==> src/rtl/mips_mc_sequencer.sv <==
// Multi-cycle MIPS control sequencer: FETCH/DECODE/EXEC/MEM/WB with a memory ready handshake.
// Optional retired-instruction counter enabled by defining MIPS_RETIRE_CNT_EN.
module mips_mc_sequencer #(
  parameter int unsigned CNT_W = 32
) (
  input  logic             clk,
  input  logic             reset,
  input  logic [5:0]       opcode,
  input  logic [5:0]       funct,
  input  logic             zero,
  input  logic             mem_ready,
  output logic             mem_req,
  output logic             mem_we,
  output logic             mem_addr_sel,
  output logic             ir_load,
  output logic             pc_write,
  output logic [1:0]       pc_src,
  output logic             alu_src,
  output logic [1:0]       alu_op,
  output logic             reg_write,
  output logic             reg_dst,
  output logic             mem_to_reg,
  output logic             illegal,
  output logic [2:0]       state,
  output logic [CNT_W-1:0] retired
);

  typedef enum logic [2:0] {
    StIdle   = 3'd0,
    StFetch  = 3'd1,
    StDecode = 3'd2,
    StExec   = 3'd3,
    StMem    = 3'd4,
    StWb     = 3'd5,
    StHalt   = 3'd6
  } state_e;

  localparam logic [5:0] OpRtype = 6'b000000;
  localparam logic [5:0] OpAddi  = 6'b001000;
  localparam logic [5:0] OpLw    = 6'b100011;
  localparam logic [5:0] OpSw    = 6'b101011;
  localparam logic [5:0] OpBeq   = 6'b000100;
  localparam logic [5:0] OpBne   = 6'b000101;
  localparam logic [5:0] FnAdd   = 6'b100000;
  localparam logic [5:0] FnSub   = 6'b100010;
  localparam logic [5:0] FnAnd   = 6'b100100;
  localparam logic [5:0] FnSlt   = 6'b101010;
  localparam logic [5:0] FnJr    = 6'b001000;

  state_e state_q, state_d;

  logic is_rtype, r_alu, is_jr, is_addi, is_lw, is_sw, is_beq, is_bne, legal;
  logic [1:0] r_alu_op;

  assign is_rtype = (opcode == OpRtype);
  assign r_alu    = is_rtype && ((funct == FnAdd) || (funct == FnSub) ||
                                 (funct == FnAnd) || (funct == FnSlt));
  assign is_jr    = is_rtype && (funct == FnJr);
  assign is_addi  = (opcode == OpAddi);
  assign is_lw    = (opcode == OpLw);
  assign is_sw    = (opcode == OpSw);
  assign is_beq   = (opcode == OpBeq);
  assign is_bne   = (opcode == OpBne);
  assign legal    = r_alu || is_jr || is_addi || is_lw || is_sw || is_beq || is_bne;

  always_comb begin
    case (funct)
      FnSub:   r_alu_op = 2'b01;
      FnAnd:   r_alu_op = 2'b10;
      FnSlt:   r_alu_op = 2'b11;
      default: r_alu_op = 2'b00;
    endcase
  end

  always_comb begin
    state_d      = state_q;
    mem_req      = 1'b0;
    mem_we       = 1'b0;
    mem_addr_sel = 1'b0;
    ir_load      = 1'b0;
    pc_write     = 1'b0;
    pc_src       = 2'b00;
    alu_src      = 1'b0;
    alu_op       = 2'b00;
    reg_write    = 1'b0;
    reg_dst      = 1'b0;
    mem_to_reg   = 1'b0;
    illegal      = 1'b0;

    case (state_q)
      StIdle: state_d = StFetch;
      StFetch: begin
        mem_req = 1'b1;
        if (mem_ready) begin
          ir_load  = 1'b1;
          pc_write = 1'b1;
          state_d  = StDecode;
        end
      end
      StDecode: state_d = legal ? StExec : StHalt;
      StExec: begin
        if (r_alu) begin
          alu_op  = r_alu_op;
          state_d = StWb;
        end else if (is_jr) begin
          pc_write = 1'b1;
          pc_src   = 2'b10;
          state_d  = StFetch;
        end else if (is_addi) begin
          alu_src = 1'b1;
          state_d = StWb;
        end else if (is_lw || is_sw) begin
          alu_src = 1'b1;
          state_d = StMem;
        end else if (is_beq || is_bne) begin
          alu_op   = 2'b01;
          pc_src   = 2'b01;
          pc_write = is_beq ? zero : !zero;
          state_d  = StFetch;
        end else begin
          state_d = StHalt;
        end
      end
      StMem: begin
        mem_req      = 1'b1;
        mem_addr_sel = 1'b1;
        mem_we       = is_sw;
        if (mem_ready) state_d = is_sw ? StFetch : StWb;
      end
      StWb: begin
        reg_write  = 1'b1;
        reg_dst    = is_rtype;
        mem_to_reg = is_lw;
        state_d    = StFetch;
      end
      StHalt: illegal = 1'b1;
      default: state_d = StIdle;
    endcase

    // Outputs are held low combinationally for the whole reset pulse.
    if (reset) begin
      mem_req      = 1'b0;
      mem_we       = 1'b0;
      mem_addr_sel = 1'b0;
      ir_load      = 1'b0;
      pc_write     = 1'b0;
      pc_src       = 2'b00;
      alu_src      = 1'b0;
      alu_op       = 2'b00;
      reg_write    = 1'b0;
      reg_dst      = 1'b0;
      mem_to_reg   = 1'b0;
      illegal      = 1'b0;
    end
  end

  always_ff @(posedge clk) begin
    if (reset) state_q <= StIdle;
    else       state_q <= state_d;
  end

  assign state = reset ? 3'd0 : state_q;

`ifdef MIPS_RETIRE_CNT_EN
  logic [CNT_W-1:0] retired_q;
  logic             retire;

  // One count per completed instruction: any return to FETCH except from IDLE.
  assign retire = (state_d == StFetch) &&
                  ((state_q == StExec) || (state_q == StMem) || (state_q == StWb));

  always_ff @(posedge clk) begin
    if (reset)       retired_q <= '0;
    else if (retire) retired_q <= retired_q + {{(CNT_W-1){1'b0}}, 1'b1};
  end

  assign retired = reset ? '0 : retired_q;
`else
  assign retired = '0;
`endif

endmodule

==> config.mk <==
export PLATFORM = sky130hd
export DESIGN_NAME = mips_mc_sequencer
export DESIGN_NICKNAME = d
export VERILOG_FILES = /design/src/rtl/mips_mc_sequencer.sv
export SDC_FILE = /design/constraint.sdc
export NUM_CORES = 1
export LEC_CHECK = 0
export CAP_MARGIN = 20
export CORE_UTILIZATION = 40
export DETAILED_ROUTE_END_ITERATION = 6
export DONT_BUFFER_PORTS = 1
export SLEW_MARGIN = 20
export SYNTH_ARGS = -nofsm -noshare
export SYNTH_HDL_FRONTEND = slang
export SYNTH_SLANG_ARGS = --single-unit
export TNS_END_PERCENT = 100
==> constraint.sdc <==
create_clock -name clk -period 2.11 [get_ports clk]
set_input_delay 0.1055 -clock clk [delete_from_list [all_inputs] [get_ports clk]]
set_output_delay 0.1055 -clock clk [all_outputs]
set_load 0.02 [all_outputs]
==> metrics.txt <==
DRT antenna net count=0; Peak VDD IR=0.000257 V; largest net degree at the start of global routing=9; Reg area=60.1 µm²; Overflow after GRT=0; Tmin final=around 1.7 ns; post-route cell area=659 µm²; Placed Area=a little over 600 µm²; status=finished, violations left; R2R depth=4; Synth top cells by count=buf_4 (33), nor2_1 (14), nand2_1 (6); Initial Util=45.2%; final net count=129; hold_sp=reset; area leader, netlist=buf_4; share of post-route cells with drive strength above 1=roughly 8%; first drt pass iteration count=7; Sum Neg Setup Slack=0 ns; drt drc=2; element type at the critical path start=flip-flop; P&R area growth vs syn=-7.38%; num ports=65; H-tree Lvls=1; clk_skew=0.00861 ns; setup slack, reg-to-reg=0.82 ns; post-synthesis sequential area ratio=8.44%; R2R Path Start=state_q[0]; Slew Limit Fails=0; Worst Hold Path Cells=2; warnings from Yosys=0; pwr dens=500 nW/µm²; Lkg Pwr=between 0.0003 and 0.0004 µW; area of the multi-input gates=505 µm²; first-pass GRT wire length=2340 µm; die span in x=44.2 µm; total die area=about 2000 µm²; type of the worst setup path=reg2out; worst hold-check path type=in2reg; CP endpoint kind=output port; CTS sink count=3; PortBufs=0; Post-Route WL=1550 µm; Final Wtd Congestion=about 0.83; RSZ-0062 raised after global routing=no; Max Clock Freq=589 MHz; Fill cells=~170; most frequent cell after synthesis=buf_4; WL/cell=12.1 µm; largest reg by FF count=state_q; critical path startpoint=state_q[0]; CTS resizes=0; Post-synth top flop=dfxtp_1; clock latency on the worst-skew pair=between 0.2 and 0.25 ns; vias in the first global route=a little under 600; CTS max path bufs=2; largest cells by area after synthesis=buf_4 (35%), dfxtp_1 (8.4%), nor2_1 (7.4%); failing checks=DRC; top flop regs=state_q x3; Tot GR Track Use=roughly 16%; synthesized netlist cell count=106; Netlist cell types=32; clock root cell=clkbuf_4; setup violators final=0; CP arrival=1.59 ns; diodes inserted=0; max reg flops=3; EDFF count, synth=0; dpl hpwl=between 1000 and 1500 µm; Num CTS Buffers=3; vias per cell=5.26; endpoints failing hold=0; Mean Syn Cell Area=6.72 µm²; core area=about 1600 µm²; post-synthesis register bit count=3; Synth top area share=approximately a third; CTS tree=done; post-route clock period utilization=about four fifths; 1st-iter DRT viols=29; vias post-DR=between 600 and 700; Worst Path Max Fanout=7; Maximum Capacitance Violations=0; antenna violations before repair=0; Die H=44.2 µm; Worst-path clk slew=0.04 ns; Worst Path Required=2.00 ns; fraction of registers with async set/reset=0%; row count=14; cell area after synthesis=712 µm²
[power breakdown]
part	internal [µW]	switching, µW
combinational	33.0	111
clock	71.1	34.3
sequential	65.5	14.7
total	170	160
[path summary, 6_finish.rpt]
path / to
worst max-delay path: pc_write
worst min-delay path: state_q[0]
worst max register to register: state_q[1]
worst min register to register: state_q[0]
[cells by family (layout without fill, tap and decap cells)]
group | count (synthesis) | after routing | share of synthesized area, %
xor gates and xnor gates | 1 | 1 | 1.23
DFF | 3 | 3 | 8.44
and+or+nand+nor | 44 | 44 | 32.2
AOI/OAI and AO/OA | 19 | 19 | 19.3
muxes | 1 | 1 | 1.41
other | 1 | 32 | 0.527
buffers and inverters | 37 | 12 | 36.9
[critical path, cell delays in order, from the launching register on]
cell and delay, ns:
dfxtp_1 0.43, inv_1 0.13, nor2_1 0.21, and3_1 0.34, a21o_1 0.23
[final cells by class]
class | count | area share (%)
multi-input cells | 97 | 76.7
flip-flops and latches | 3 | 9.11
repair buffers | 4 | 4.93
clock buffers | 4 | 3.98
well taps | 16 | 3.04
inverters | 4 | 2.28
[cells in the final DEF (no fill, tap or decap), types with 2 or more instances in the layout]
master and n:
dfxtp_1 3, nor3_1 5, a311oi_2 2, o31ai_1 3, nand2b_1 2, nand3_1 2, and3_1 3, buf_4 3
o21ai_0 3, nor2b_1 3, nor2_1 14, nand2_1 6, clkbuf_4 3, conb_1 32, a21oi_1 5, inv_1 4
[timing repair]
item                                   4_1_cts  5_1_grt
hold buffers                                 1        0
endpoints found under the hold margin        2        0
setup buffers                                0        0
[layer usage]
layer | GRT usage, % | share of wire (%)
met1 | 17.8 | 39
met2 | 24.7 | 44
met3 | 7.35 | 16
met4 | 10.9 | 1.1
met5 | 0 | 0
[per-stage QoR]
stage	total power, µW	util [%]	hold slack (ns)	setup WS, ns	std cells
floorplan	253	-	0.173	0.586	137
global placement	219	39.5	0.180	0.663	123
detailed placement	221	39.5	0.181	0.677	123
CTS	330	41.8	0.0561	0.421	128
global route	351	41.8	0.0771	0.291	128
finish	329	41.8	0.0640	0.412	128
(Power assumes the default switching activity.)
